### src/rtl/serial_adder.sv
// Bit-serial WIDTH-bit adder/subtractor: one full-adder cell plus a carry
// flip-flop, LSB first, wrapped in a start/busy/done handshake.
module serial_adder #(
    parameter int WIDTH = 8
) (
    input  logic             clk,
    input  logic             rst,
    input  logic             start,
    input  logic             sub,
    input  logic [WIDTH-1:0] a,
    input  logic [WIDTH-1:0] b,
    input  logic             cin,
    output logic             busy,
    output logic             done,
    output logic [WIDTH-1:0] sum,
    output logic             cout,
    output logic             ovf
);

    localparam int CW = (WIDTH > 1) ? $clog2(WIDTH) : 1;
    localparam logic [CW-1:0] LAST = CW'(WIDTH - 1);

    typedef enum logic [1:0] {
        IDLE = 2'd0,
        RUN  = 2'd1,
        DONE = 2'd2
    } state_t;

    state_t           r_state;
    state_t           w_next;

    logic [WIDTH-1:0] r_a;
    logic [WIDTH-1:0] r_b;
    logic [WIDTH-1:0] r_acc;
    logic [WIDTH-1:0] r_sum;
    logic             r_carry;
    logic             r_cout;
    logic             r_ovf;
    logic [CW-1:0]    r_cnt;

    logic             w_s;
    logic             w_c;
    logic             w_load;
    logic             w_step;
    logic             w_last;
    logic [WIDTH-1:0] w_acc_next;

    // Shared full-adder cell operating on the LSBs of the operand shifters.
    assign w_s        = r_a[0] ^ r_b[0] ^ r_carry;
    assign w_c        = (r_a[0] & r_b[0]) | (r_carry & (r_a[0] ^ r_b[0]));
    assign w_acc_next = {w_s, r_acc[WIDTH-1:1]};

    assign w_load = (r_state == IDLE) && start;
    assign w_step = (r_state == RUN);
    assign w_last = w_step && (r_cnt == LAST);

    // State register
    always_ff @(posedge clk) begin
        if (rst) begin
            r_state <= IDLE;
        end else begin
            r_state <= w_next;
        end
    end

    // Next-state logic
    always_comb begin
        w_next = r_state;
        unique case (r_state)
            IDLE:    if (start) w_next = RUN;
            RUN:     if (r_cnt == LAST) w_next = DONE;
            DONE:    w_next = IDLE;
            default: w_next = IDLE;
        endcase
    end

    // Output decode
    always_comb begin
        busy = 1'b0;
        done = 1'b0;
        unique case (r_state)
            RUN:     busy = 1'b1;
            DONE:    done = 1'b1;
            default: ;
        endcase
    end

    // Subtraction is folded into the load: B is inverted and the borrow-in
    // becomes carry-in, so the RUN datapath is always a plain add.
    always_ff @(posedge clk) begin
        if (rst) begin
            r_a     <= '0;
            r_b     <= '0;
            r_acc   <= '0;
            r_carry <= 1'b0;
            r_cnt   <= '0;
            r_sum   <= '0;
            r_cout  <= 1'b0;
            r_ovf   <= 1'b0;
        end else if (w_load) begin
            r_a     <= a;
            r_b     <= b ^ {WIDTH{sub}};
            r_carry <= cin ^ sub;
            r_acc   <= '0;
            r_cnt   <= '0;
        end else if (w_step) begin
            r_a     <= {1'b0, r_a[WIDTH-1:1]};
            r_b     <= {1'b0, r_b[WIDTH-1:1]};
            r_acc   <= w_acc_next;
            r_carry <= w_c;
            r_cnt   <= r_cnt + CW'(1);
            if (w_last) begin
                // r_carry here is the carry into the MSB
                r_sum  <= w_acc_next;
                r_cout <= w_c;
                r_ovf  <= r_carry ^ w_c;
            end
        end
    end

    assign sum  = r_sum;
    assign cout = r_cout;
    assign ovf  = r_ovf;

endmodule

### config.mk
export PLATFORM = sky130hd
export DESIGN_NAME = serial_adder
export DESIGN_NICKNAME = d
export VERILOG_FILES = /design/src/rtl/serial_adder.sv
export SDC_FILE = /design/constraint.sdc
export NUM_CORES = 1
export LEC_CHECK = 0
export CORE_MARGIN = 5
export CORE_UTILIZATION = 50
export DETAILED_ROUTE_END_ITERATION = 6
export PLACE_DENSITY_LB_ADDON = 0.12
export RECOVER_POWER = 25
export REMOVE_ABC_BUFFERS = 1
export SYNTH_ARGS = -nofsm -noshare
export SYNTH_HDL_FRONTEND = slang
export SYNTH_SLANG_ARGS = --single-unit
### constraint.sdc
create_clock -name clk -period 1.41 [get_ports clk]
set_input_delay 0.2115 -clock clk [delete_from_list [all_inputs] [get_ports clk]]
set_output_delay 0.2115 -clock clk [all_outputs]
set_load 0.03 [all_outputs]
Yosys cells after proc, flatten, opt, wreduce, memory -nomap -nowiden
Index checks and enable logic that the tools add are counted.
Storage, ports and cells
  flip-flop bits (word level): 40
  bits of input ports: 21
  output and inout port bits: 12
  logic and storage cells: 42
Cells by class
  add/sub/neg operators: 1
  equality and inequality tests: 5
  multiplexer cells: 11
  bitwise logic cells: 9
  reductions and logical operators: 7
Operators with widths (number)
  8-bit two-way mux: 4
  8-bit bitwise XOR: 1
  1-bit two-way mux: 4
  2-bit two-way mux: 2
  2-bit one-hot mux with 2 select lines: 1
  1-bit bitwise XOR: 4
  3-bit by 1-bit adder with 3-bit output, second input constant: 1
  3-bit == test, second input constant: 1
  3-bit AND reduction: 1
  1-bit bitwise AND: 2
  2-bit by 1-bit == test with 1-bit output, second input constant: 1
  2-bit == test, second input constant: 1
  1-bit logical AND: 2
  2-bit zero test: 1
  2-bit by 1-bit != test with 1-bit output, second input constant: 1
  2-bit != test, second input constant: 1
  2-bit AND reduction: 1
  2-bit nonzero test: 1
  2-bit OR reduction: 1
  1-bit inverter: 1
  1-bit bitwise OR: 1

Depth between registers and ports, before layout
Gate-level depths: netlist (run 1).
  depth after elaboration: 5
  mapped depth: 6

Worst setup path after synthesis (run 1)
No wires, ideal clock.
  kind: register -> register
  from: reg r_cnt[0]
  to: reg r_ovf, in the netlist ovf
  data arrival time: 1175 ps
  required time: 1324 ps
  setup slack: 150 ps
  cell stages (with the launch flop): 6
  buffers on the path: 1
  path through: dfxtp_1 > ha_1 > ha_1 > and3b_1 > buf_2 > a211oi_1
On the way
  longest elaborated chain between the ends: 3
Ends and longest elaborated chain
  start, declared: line 39  | logic [CW-1:0] r_cnt;
  start signal, assigned: line 111  | r_cnt <= r_cnt + CW'(1);
  3-bit == test: line 55  | assign w_last = w_step && (r_cnt == LAST);
  1-bit logical AND: line 55
  3-bit AND reduction (no source line)
  end signal, assigned: line 116  | r_ovf <= r_carry ^ w_c;
  end, declared: line 38  | logic r_ovf;
Every way passes these cells.
A chain may end at the register's enable or synchronous reset.

Worst setup path in the final report (run 1)
  from: reg r_cnt[0]
  to: reg r_sum[3], in the netlist sum[3]
On the way
  longest elaborated chain between the ends: 3
Ends and longest elaborated chain
  3-bit == test: line 55
  1-bit logical AND: line 55
  3-bit AND reduction (no source line)
  end signal, assigned: line 114  | r_sum <= w_acc_next;
  end, declared: line 35  | logic [WIDTH-1:0] r_sum;
Every way passes these cells.

==> results of run 1 <==
logic make-up after synthesis:
family / after synthesis / synth area share, %
buf+inv: 12 / 4.09
xor+xnor: 11 / 5.83
fa+ha+maj: 3 / 2.73
compound gates: 50 / 17.6
mux: 11 / 6.66
simple gates: 59 / 15.8
flops: 39 / 47.2
metal layers:
layer,vias to the layer above,track usage [%],wire (um)
met1,653,18.5,1500
met3,6,5.66,164
met5,-,0,0
met4,0,5.32,43
li1,730,-,-
met2,32,31.5,1820
layout make-up:
class | count | area (um^2) | share of cell area (%)
Clock buffer | 6 | 51.3 | 2.33
Multi-Input combinational cell | 134 | 821 | 37.2
Tap cell | 44 | 55.1 | 2.50
Clock inverter | 2 | 35.0 | 1.59
Inverter | 2 | 10.0 | 0.454
Sequential cell | 39 | 787 | 35.7
Timing Repair Buffer | 51 | 447 | 20.2
worst reg2reg max path, cell delays in order, from the launching register on:
cell and delay [ns]:
dfxtp_2 0.34, ha_1 0.19, ha_2 0.18, nand3b_1 0.08
clkbuf_2 0.23, nand2_1 0.09, a21oi_1 0.16
stage by stage:
step                      hold slack [ns]  setup TNS (ns)  worst slack (ns)
after floorplan                     0.281           -1.20           -0.0955
after detailed placement            0.444           -2.35            -0.196
after global placement              0.438           -1.52            -0.130
after CTS                           0.458         -0.0302           -0.0302
after global routing                0.486               0            0.0179
final                               0.454               0            0.0768
final timing paths:
| check | start | end |
|---|---|---|
| setup reg to reg | r_cnt[0] | sum[3] |
| hold / removal | sum[2] | sum[2] |
| setup / recovery | r_cnt[0] | sum[3] |
| hold reg to reg | sum[2] | sum[2] |
cell usage in the layout, fill, tap and decap left out, types with 2 or more instances in the layout:
master            n
a32o_1            4
dlygate4sd2_1    10
dfxtp_1          36
o21ai_0          15
nand2_1          41
clkbuf_4          5
buf_4            19
nor2_1            7
nand3_1           4
xnor2_1           6
xor2_1            5
dfxtp_2           2
a21oi_1          25
clkdlybuf4s50_1  20
a22oi_1           2
mux2i_1          11
power by group through the flow:
| stage | clock network, mW | logic [mW] | registers (mW) |
|---|---|---|---|
| floorplan | 0 | 0.162 | 1.20 |
| global placement | 0 | 0.303 | 1.20 |
| detailed placement | 0 | 0.313 | 1.20 |
| CTS | 0.799 | 0.318 | 1.18 |
| global route | 0.851 | 0.361 | 1.19 |
| finish | 0.786 | 0.325 | 1.18 |
flip-flops by register name, summed over array words and instances, names as in the netlist:
name / flops
ovf: 1
r_a: 8
sum: 8
r_b: 8
r_acc: 7
r_state: 2
r_carry: 1
r_cnt: 3
cout: 1
repair_timing:
action,in CTS,in global routing
endpoints found under the setup margin,12,7
buffers inserted,0,2
resized for setup,15,6
==> impl_metrics.tcl, run 1 <==
set metrics [dict create \
    area_growth_pct 33.5 \
    ant_nets 0 \
    relSlewSlack_pct 69.4 \
    clk_latency_ns 0.35 \
    wl_per_cell_um 12.7 \
    viasPerCell 5.11 \
    hold_violations 0 \
    switching_share_pct 24.0 \
    placed_cell_area_um2 2100 \
    fp.coreArea_um2 3100 \
    cts_tree "done" \
    p_comb_share_pct 14.2 \
    r2r_slack_ns 0.08 \
    path_max_fanout 10 \
    die_w_um 67.5 \
    synth_area_leaders "dfxtp_1, nand2_1, a21oi_1" \
    cts.path.max_buffers 2 \
    vias 1421 \
    cts_made_buffers 5 \
    start_util_pct 53.3 \
    wirelength_mm 3.53 \
    cpLargestDelayFamily "adder cells" \
    avgSynthCellArea_um2 8.93 \
    synth-async-reset-ratio_pct 0 \
    dp_hpwl_mm 2.64 \
    synth-warning-count 0 \
    syn_inst 185 \
    hold-path-cell-count 2 \
    track_usage_pct 17.2 \
    path_depth 6 \
    syn_area_um2 1650 \
    remaining_drc_errors 0 \
    final_layout_size_suffix_gt1_share_pct 17.5 \
    h-tree-depth 2 \
    cts-hold-fix-buffers 0 \
    pwr-share-seq_pct 51.5 \
    fmax_mhz 750 \
    n_fill_cell 271 \
    period_needed_ns 1.33 \
    skew_ns 0.00710 \
    dieArea_um2 4560 \
    antenna_found_initial 0 \
    cts_root_buffer "clkbuf_4" \
    portBuffers 32 \
    critPathRequiredTime_ns 1.69 \
    drtIter0Drc 76 \
    pin_count 33 \
    ys_seq_elements 39 \
    slowest_stage "dfxtp_2" \
    cp.arrival_ns 1.61 \
    end_kind "flop" \
    vdd_drop_max_mv 0.592 \
    path_cells "ha_1, ha_2, nand3b_1, clkbuf_2, nand2_1, a21oi_1" \
    place_congestion 0.786 \
    n_antenna_cell 0 \
    overflow 0 \
    p_sw_mw 0.550 \
    synth.yosys.seq_area_share_pct 47.2 \
    max_stage_delay_ns 0.34 \
    yosysTopAreaCellShare_pct 47.2 \
    synth_top_flop_cell "dfxtp_1" \
    reg2reg_depth 6 \
    p_clk_share_pct 34.3 \
    slew_viol_final 0 \
    grt_pass1_wl_mm 5.90 \
    clk_pin_slew_ns 0.12 \
    total_power_mw 2.29 \
    grt_pass1_vias 1422 \
    hp-class "flop to flop" \
    nNetsFinal 257 \
    startpoint_type "flop" \
    power.density_nw_per_um2 1040 \
    leakagePower_nw 0.886 \
    fin_area_um2 2210 \
    path_class "flop to flop" \
    synth_edf_count 0 \
    drtPass1Iterations 4 \
    dieHeight_um 67.5 \
    rows 20 \
    rsz0062_at_grt "no" \
    post_layout_nonfiller_instances 278 \
    outcome "finished, final reports clean" \
    p_int_mw 1.74 \
    critPathBufInv 1 \
    utilization_pct 71.1 \
    synth_area_leader_cell "dfxtp_1" \
    cts_sinks 39 \
    post-place-cells 268 \
    synthTopCellsByCount "nand2_1, dfxtp_1, a21oi_1" \
    cap_violations 0 \
    ys_types 29 \
    setup_viol 0 \
    yosysMostFrequentCell "nand2_1" \
    finalCritPeriodShare_pct 94.6 \
    tightest_slew_ns 0.458 \
    grt_max_degree 18 \
]
(Power assumes the default switching activity.)
==> run 2: changes to the inputs <==
Settings changed: CAP_MARGIN set to 10.
==> results of run 2 <==
The final DEF is identical to that of run 1; final timing and power are the same.
